## config.mk

```make
export PLATFORM = sky130hd
export DESIGN_NAME = rob_pr_free_q
export DESIGN_NICKNAME = d
export VERILOG_FILES = /design/src/rtl/rob_pr_free_q_pkg.sv /design/src/rtl/rob_pr_free_q_bank_select.sv /design/src/rtl/rob_pr_free_q.sv
export SDC_FILE = /design/constraint.sdc
export NUM_CORES = 1
export LEC_CHECK = 0
export ABC_AREA = 1
export BUFFER_PORTS_ARGS = -buffer_cell sky130_fd_sc_hd__buf_4
export CORE_ASPECT_RATIO = 0.8
export CORE_UTILIZATION = 30
export DETAILED_ROUTE_END_ITERATION = 16
export PLACE_DENSITY = 0.47
export SLEW_MARGIN = 10
export SYNTH_ARGS = -nofsm -noshare
export SYNTH_HDL_FRONTEND = slang
export SYNTH_SLANG_ARGS = --single-unit
```

## constraint.sdc

```tcl
create_clock -name clk_i -period 2.55 [get_ports clk_i]
set_input_delay 0 -clock clk_i [delete_from_list [all_inputs] [get_ports clk_i]]
set_output_delay 0 -clock clk_i [all_outputs]
set_load 0.02 [all_outputs]
```

## src/rtl/rob_pr_free_q_pkg.sv

```systemverilog
// rob_pr_free_q_pkg: shared sizes, PR tag type and queue entry layout for rob_pr_free_q.
package rob_pr_free_q_pkg;
    localparam int PR_COUNT              = 128;
    localparam int LOG_PR_COUNT          = 7;
    localparam int PRF_BANK_COUNT        = 4;
    localparam int LOG_PRF_BANK_COUNT    = 2;
    localparam int ROB_PR_FREE_Q_ENTRIES = 2;
    localparam int PTR_W                 = $clog2(ROB_PR_FREE_Q_ENTRIES);

    typedef logic [LOG_PR_COUNT-1:0] pr_t;

    typedef struct packed {
        pr_t [PRF_BANK_COUNT-1:0]  pr;
        logic [PRF_BANK_COUNT-1:0] pending;
    } pr_free_bundle_t;

    function automatic logic [LOG_PRF_BANK_COUNT-1:0] pr_bank(input pr_t p);
        return p[LOG_PRF_BANK_COUNT-1:0];
    endfunction
endpackage

```

## src/rtl/rob_pr_free_q_bank_select.sv

```systemverilog
// pr_free_bank_select: picks the lowest pending lane of one entry whose PR maps to bank BANK.
module pr_free_bank_select
    import rob_pr_free_q_pkg::*;
#(
    parameter int BANK = 0
) (
    input  logic [PRF_BANK_COUNT-1:0]     pending_i,
    input  pr_t  [PRF_BANK_COUNT-1:0]     pr_i,
    output logic                          valid_o,
    output logic [LOG_PRF_BANK_COUNT-1:0] lane_o,
    output pr_t                           pr_o
);
    // Scan high to low so the lowest matching lane wins.
    always_comb begin
        valid_o = 1'b0;
        lane_o  = '0;
        pr_o    = '0;
        for (int l = PRF_BANK_COUNT - 1; l >= 0; l--) begin
            if (pending_i[l] && pr_bank(pr_i[l]) == LOG_PRF_BANK_COUNT'(BANK)) begin
                valid_o = 1'b1;
                lane_o  = LOG_PRF_BANK_COUNT'(l);
                pr_o    = pr_i[l];
            end
        end
    end
endmodule

```

## src/rtl/rob_pr_free_q.sv

```systemverilog
// rob_pr_free_q: in-order queue of freed-PR bundles from ROB commit, drained one PR per free-list bank per cycle.
// Define ROB_PR_FREE_Q_LOOKAHEAD_EN to let idle banks be served from the entry behind the head.
module rob_pr_free_q
    import rob_pr_free_q_pkg::*;
(
    input  logic                          clk_i,
    input  logic                          rst_i,
    input  logic [PRF_BANK_COUNT-1:0]     rob_valid_by_lane_i,
    input  pr_t  [PRF_BANK_COUNT-1:0]     rob_PR_by_lane_i,
    output logic                          rob_ready_o,
    output logic [PRF_BANK_COUNT-1:0]     free_list_valid_by_bank_o,
    output pr_t  [PRF_BANK_COUNT-1:0]     free_list_PR_by_bank_o,
    input  logic [PRF_BANK_COUNT-1:0]     free_list_ready_by_bank_i
);
    localparam int E  = ROB_PR_FREE_Q_ENTRIES;
    localparam int NB = PRF_BANK_COUNT;

    pr_free_bundle_t               mem_q [E];
    pr_free_bundle_t               mem_d [E];
    logic [PTR_W-1:0]              head_q, head_d, tail_q, tail_d, nxt_ptr;
    logic [PTR_W:0]                cnt_q, cnt_d;
    pr_free_bundle_t               hd;
    logic [NB-1:0]                 h_v, n_v, use_nx, head_clr, nx_clr;
    logic [LOG_PRF_BANK_COUNT-1:0] h_l [NB];
    logic [LOG_PRF_BANK_COUNT-1:0] n_l [NB];
    pr_t                           h_pr [NB];
    pr_t                           n_pr [NB];
    logic                          enq, retire;

    assign hd      = mem_q[head_q];
    assign nxt_ptr = head_q + 1'b1;

    for (genvar b = 0; b < NB; b++) begin : g_bank
        pr_free_bank_select #(.BANK(b)) u_hd (
            .pending_i (hd.pending),
            .pr_i      (hd.pr),
            .valid_o   (h_v[b]),
            .lane_o    (h_l[b]),
            .pr_o      (h_pr[b])
        );
`ifdef ROB_PR_FREE_Q_LOOKAHEAD_EN
        pr_free_bank_select #(.BANK(b)) u_nx (
            .pending_i ((cnt_q >= (PTR_W+1)'(2)) ? mem_q[nxt_ptr].pending : '0),
            .pr_i      (mem_q[nxt_ptr].pr),
            .valid_o   (n_v[b]),
            .lane_o    (n_l[b]),
            .pr_o      (n_pr[b])
        );
`else
        assign n_v[b]  = 1'b0;
        assign n_l[b]  = '0;
        assign n_pr[b] = '0;
`endif
    end

    // The head always has priority; the next entry only fills banks the head leaves idle.
    always_comb begin
        head_clr = '0;
        nx_clr   = '0;
        for (int b = 0; b < NB; b++) begin
            use_nx[b]                    = !h_v[b] && n_v[b];
            free_list_valid_by_bank_o[b] = h_v[b] || n_v[b];
            free_list_PR_by_bank_o[b]    = h_v[b] ? h_pr[b] : n_pr[b];
            if (free_list_valid_by_bank_o[b] && free_list_ready_by_bank_i[b]) begin
                if (use_nx[b]) nx_clr[n_l[b]] = 1'b1;
                else head_clr[h_l[b]] = 1'b1;
            end
        end
    end

    assign rob_ready_o = cnt_q != (PTR_W+1)'(E);
    assign enq         = rob_ready_o && |rob_valid_by_lane_i;
    assign retire      = cnt_q != '0 && (hd.pending & ~head_clr) == '0;

    always_comb begin
        mem_d                 = mem_q;
        mem_d[head_q].pending = mem_q[head_q].pending & ~head_clr;
        mem_d[nxt_ptr].pending = mem_q[nxt_ptr].pending & ~nx_clr;
        if (enq) mem_d[tail_q] = '{pr: rob_PR_by_lane_i, pending: rob_valid_by_lane_i};
        head_d = head_q + PTR_W'(retire);
        tail_d = tail_q + PTR_W'(enq);
        cnt_d  = cnt_q + (PTR_W+1)'(enq) - (PTR_W+1)'(retire);
    end

    always_ff @(posedge clk_i) begin
        if (rst_i) begin
            head_q <= '0;
            tail_q <= '0;
            cnt_q  <= '0;
            for (int i = 0; i < E; i++) mem_q[i].pending <= '0;
        end else begin
            head_q <= head_d;
            tail_q <= tail_d;
            cnt_q  <= cnt_d;
            mem_q  <= mem_d;
        end
    end
endmodule
```

Word level (Yosys, flattened, before mapping)
Index checks and enable logic that the tools add are counted.
Storage, ports and cells
  register bits after elaboration: 68
  output and inout bits: 33
  word-level logic and storage cells: 169
Cells by class
  $lt $le $gt $ge: 14
  reduce and logical (&&, ||, !) cells: 36
  equal/unequal tests: 13
  add/subtract/negate cells: 5
  bitwise operators: 8
  mux-type cells: 80
Operators with widths (number)
  $bwmux 64: 3
  $mux 7: 20
  $mux 32: 4
  $demux 32 s1: 3
  $mux 64: 1
  $mux 4: 9
  $mux 2: 16
  $logic_and 1x1->1: 29
  $mux 1: 20
  $eq 2x2->1 const B: 8
  $lt 2x3->1 const B: 4
  $or 4x4->4: 3
  $demux 1 s2: 4
  $eq 2x1->1 const B: 4
  $ge 2x1->1 const B: 4
  $logic_not 2->1: 4
  $ge 2x2->1 const B: 3
  $lt 2x1->1 const B: 3
  $not 1->2: 3
  $and 4x4->4: 1
  $logic_not 4->1: 1
  $not 4->4: 1
  $reduce_or 4->1: 1
  $add 1x1->1: 2
  other kinds (5): 5

Longest topological paths before layout
  depth after elaboration: 27
  gate-level depth with buffers: 21

Hierarchy
A second synthesis with hierarchy kept.
Second synthesis, totals
  cells, all modules: 725
  area total of the unflattened synthesis: 4934.7 µm²
By module, submodules not included
  rob_pr_free_q: instances 1, area an instance 3555.9 µm², cells each 448
  pr_free_bank_select at g_bank[1].u_hd ...: instances 2, area an instance 352.8 µm², cells each 69
  pr_free_bank_select at g_bank[3].u_hd: instances 1, area an instance 341.6 µm², cells each 68
  pr_free_bank_select at g_bank[0].u_hd: instances 1, area an instance 331.6 µm², cells each 71

Worst setup path before layout
OpenSTA, ideal clock, no wires.
  path kind: flip-flop to flip-flop
  start point: register cnt_q[0] (netlist name)
  end point: register mem_q[10] (netlist bit), enable pin
  library setup time: 0.413 ns
  path buffers: 0
  path slack: 0.053 ns
  clock period less this slack: 2.497 ns
  data required time: 2.137 ns
  data arrival time: 2.083 ns
  cell stages (with the launch flop): 8
  path through: dfxtp_1 inv_1 nand2_1 nand2_1 inv_2 ha_1 inv_1 nor2_1
RTL lines
  to (signal assigned): line rob_pr_free_q.sv:95  | mem_q <= mem_d;
  to (decl): line rob_pr_free_q.sv:18  | pr_free_bundle_t mem_q [E];

Worst setup path after layout
  start point: register head_q
  end point: register cnt_q[1]
Between the ends
  word-level cells in the longest chain between the ends: 26
Ends and longest elaborated chain
  from (decl): line rob_pr_free_q.sv:20  | logic [PTR_W-1:0] head_q, head_d, tail_q, tail_d, nxt_ptr;
  from (signal assigned): line rob_pr_free_q.sv:87  | head_q <= '0;
  from (signal assigned): line rob_pr_free_q.sv:92  | head_q <= head_d;
  $not 1->2 (not written as such) *: line rob_pr_free_q.sv:30  | assign hd = mem_q[head_q];
  $mux 32 * (3 in series)
  $logic_not 2->1: line rob_pr_free_q_bank_select.sv:19  | if (pending_i[l] && pr_bank(pr_i[l]) == LOG_PRF_BANK_COUNT'(BANK)) begin
  $logic_and 1x1->1: line rob_pr_free_q_bank_select.sv:19
  $mux 2 (4 in series): line rob_pr_free_q_bank_select.sv:19
  $lt 2x3->1 (not written as such) or $ge 2x1->1 (tied branches): line rob_pr_free_q.sv:66  | else head_clr[h_l[b]] = 1'b1;
  $logic_and 1x1->1 (not written as such): line rob_pr_free_q.sv:66
  $mux 1 (not written as such): line rob_pr_free_q.sv:66
  [... 5 more ...]
  $mux 4: line rob_pr_free_q.sv:64  | if (free_list_valid_by_bank_o[b] && free_list_ready_by_bank_i[b]) begin
  $or 4x4->4 (no line)
  $mux 4: line rob_pr_free_q.sv:64
  $not 4->4: line rob_pr_free_q.sv:73  | assign retire = cnt_q != '0 && (hd.pending & ~head_clr) == '0;
  $and 4x4->4 *
  $logic_not 4->1 *: line rob_pr_free_q.sv:73
  $logic_and 1x1->1 *: line rob_pr_free_q.sv:73
  $sub 2x1->2 *: line rob_pr_free_q.sv:82  | cnt_d = cnt_q + (PTR_W+1)'(enq) - (PTR_W+1)'(retire);
  to (signal assigned): line rob_pr_free_q.sv:94  | cnt_q <= cnt_d;
  to (decl): line rob_pr_free_q.sv:21  | logic [PTR_W:0] cnt_q, cnt_d;
Mark *: on every way between the ends. The rest lies on a longest branch, timed or not. The select of a mux whose other input is x is not followed.
A chain may end at the register's enable or synchronous reset.

==> impl_metrics.yaml <==
worst_setup_path:
  endpoint_kind: "flop"
  crit_slowest_cell: "dfxtp_4"
  path_max_fanout: 8
  crit_top_cell: "nand2_1"
  r2r-start: "head_q"
  r2r_slack_ps: 90
  cpPeakStageDelay_ps: 370
  worst_r2r_endpoint: "cnt_q[1]"
  worstSetupPathType: "flop to flop"
  cp_cell_sequence: "inv_4 -> buf_8 -> nand2_1 -> nand2_2 -> nand2_2 -> nor2_2 -> inv_2 -> nand2_1 -> nand2_1 -> nand2_1 -> nand2_1 -> nor2_2 -> nand2_1 -> nand3_2 -> inv_2 -> ha_4 -> inv_1 -> ha_2 -> xor2_2 -> o21ai_1 -> a21oi_1"
  arrival_ps: 2670
  startpoint_type: "flop"
  cp.required_ps: 2760
  r2r_cells: 21
cts:
  cts_root_buf: "clkbuf_16"
  clkTransAtPathRegs_ps: 60
  cts_max_level: 3
  numCtsBuffers: 9
  cts_max_path_buffers: 2
  clock_latency_ps: 330
  clock_sinks: 68
  cts_tree: "done"
synthesis:
  avgSynthCellArea_um2: 7.99
  synth_warnings: 0
  synth_top_family_by_area: "simple AND/OR/NAND/NOR gates"
  syn-cell-area_um2: 4320
  synth-simple-area-share: 0.284
  syn-instance-count: 540
  synthMuxAreaShare: 0.0116
  synth_area_leaders: "edfxtp_1 (39%), nand2_1 (9.0%), nor2_1 (7.9%), inv_1 (6.3%), dfxtp_1 (5.6%)"
  ys_seq_area_frac: 0.445
  synth.distinct_cells: 31
  synth-compound-area-share: 0.130
  ys_ff_latch: 68
  synth_top_cell_by_area: "edfxtp_1"
  synth_top_area_frac: 0.390
  synthXorXnorAreaFrac: 0.00203
  synth_fa_ha_area_frac: 0.0116
run:
  cap_violations: 0
power:
  combPwrFrac: 0.561
  p_per_area_nw_per_um2: 1120
  total_power_mw: 6.50
  seqPwrFrac: 0.265
  sw_frac_of_total: 0.455
  p_leak_nw: 2.63
  p_int_mw: 3.54
  p_switching_mw: 2.96
  pwr-share-clk: 0.174
  ir_drop_v: 0.000505
finish:
  final_cell_mix: "buf_4 (96), nand2_1 (95), nor2_1 (87)"
  final_common_cell: "buf_4"
  drive_above_1_share: 0.300
  fin_nets: 698
  area_growth_pct: 34.8
  fin_cells: 841
  antenna_cells: 0
  nFillCells: 1412
placement:
  dp_cells: 790
  portBuffers: 66
  place.gp.congestion: 0.821
  place_hpwl_um: 9040
timing:
  final.setup.tns_ps: 0
  hold_viol: 0
  drv_slew: 0
  post-route-min-period_ps: 2460
  final.period_utilization: 0.963
  hold_slack_ps: 1.72
  max_clock_freq_mhz: 407
  final.setup_skew_ps: 7.43
  setup_viol: 0
  rsz0062_at_grt: "yes"
drt:
  post_drt_wl_per_cell_um: 14.4
  drt.antenna.violating_nets: 0
  route.detailed.drc: 0
  vias: 3939
  drt_iter0_drc: 242
  routed_wl_um: 12100
  via_per_inst: 4.68
  drtPass1Iterations: 5
global_routing:
  grt_pass1_vias: 3468
  grt_first_pass_wirelength_um: 18300
  track_usage: 0.165
  antenna_found_initial: 0
  grt_max_degree: 35
  grt-ovfl-total: 0
floorplanning:
  initial_core_util: 0.313
  die_height_um: 109
  ios: 71
  num_rows: 38
  die_w_um: 136
  core-area_um2: 13800
  die_area_um2: 14900
hold_path:
  hold_path_class: "input pin to flop"
  min_to: "mem_q[57]"
  min_from: "rob_PR_by_lane_i[21]"
  hold_path_depth: 3
outcome:
  status: "completed"
==> timing repair <==
item                                    in CTS  in global routing
endpoints found under the setup margin       1                  2
pin swaps                                    0                  7
buffers inserted                             0                  4
hold buffers                                31                  0
endpoints found under the hold margin       59                  0
gates resized for setup                      4                 28
==> cell type report <==
cell class	instances	area, µm²	area share
flip-flops and latches	68	1930	0.331
clock buffers	10	229	0.0394
clock inverters	6	40.0	0.00688
well taps	180	225	0.0387
repair buffers	131	1080	0.186
inverters	83	314	0.0540
multi-input cells	363	2000	0.345
==> logic make-up after synthesis <==
family | count (synthesis)
simple gates | 263
buf+inv | 112
compound gates | 86
flops | 68
mux | 5
fa+ha+maj | 4
other cells | 1
xor+xnor | 1
==> cells in the mapped netlist <==
| cell type | instances |
|---|---|
| or2_2 | 1 |
| nand4_1 | 4 |
| o21ai_1 | 1 |
| o22ai_1 | 5 |
| a21oi_2 | 1 |
| nand3_2 | 9 |
| mux2i_1 | 5 |
| dfxtp_1 | 12 |
| xor2_1 | 1 |
| edfxtp_1 | 56 |
| or4_1 | 1 |
| nand2_1 | 104 |
| o21ai_0 | 24 |
| conb_1 | 1 |
| nand3_4 | 3 |
| nand3_1 | 21 |
| o221a_2 | 10 |
| clkbuf_1 | 5 |
| ha_1 | 4 |
| nor2_2 | 5 |
| nor3_1 | 2 |
| buf_2 | 11 |
| nand2_4 | 6 |
| o221ai_1 | 15 |
| inv_1 | 72 |
| inv_2 | 11 |
| nand2_2 | 16 |
| buf_6 | 3 |
| a21oi_1 | 30 |
| buf_4 | 10 |
| nor2_1 | 91 |
==> worst max-delay path: cells and delay by family (launching register included) <==
| family | cells | cell delay [ps] |
|---|---|---|
| simple gates | 11 | 860 |
| compound gates | 2 | 180 |
| buf+inv | 5 | 340 |
| fa+ha+maj | 2 | 420 |
| xor+xnor | 1 | 150 |
| flops | 1 | 370 |
==> worst max-delay path by stage <==
| stage | to | startpoint | slack, ps |
|---|---|---|---|
| after CTS | cnt_q[1] | head_q | 20 |
| after global routing | cnt_q[1] | head_q | -110 |
| after detailed placement | cnt_q[1] | head_q | -60 |
| final | cnt_q[1] | head_q | 90 |
| after floorplan | mem_q[10] | cnt_q[0] | 50 |
| after global placement | cnt_q[1] | head_q | 10 |
==> per-stage QoR <==
| step | area, µm² | worst slack [ps] | utilization |
|---|---|---|---|
| 3_5_place_dp | 5090 | -59.3 | 0.370 |
| 5_1_grt | 5820 | -108 | 0.422 |
| 2_1_floorplan | 4330 | 53.3 | - |
| 4_1_cts | 5690 | 17.0 | 0.412 |
| 3_3_place_gp | 5090 | 11.8 | 0.370 |
| 6_report | 5820 | 94.3 | 0.422 |
==> routing by layer <==
metal,wire (µm),vias up,GRT usage
li1,-,1998,-
met1,6100,1815,0.244
met2,5120,117,0.244
met3,736,9,0.0284
met4,122,0,0.0500
met5,0,-,0
==> state kept, by name (all words and copies together) (netlist names) <==
name / count
head_q: 1
tail_q: 1
cnt_q: 2
mem_q: 64
==> power groups by stage <==
stage	combinational, mW	clock, mW	sequential [mW]
final	3.65	1.13	1.72
after global routing	4.01	1.20	1.75
after CTS	3.48	1.16	1.71
after detailed placement	3.43	0	1.73
after global placement	3.39	0	1.72
after floorplan	2.33	0	1.70
No activity file was read; power rests on OpenSTA's default activity.
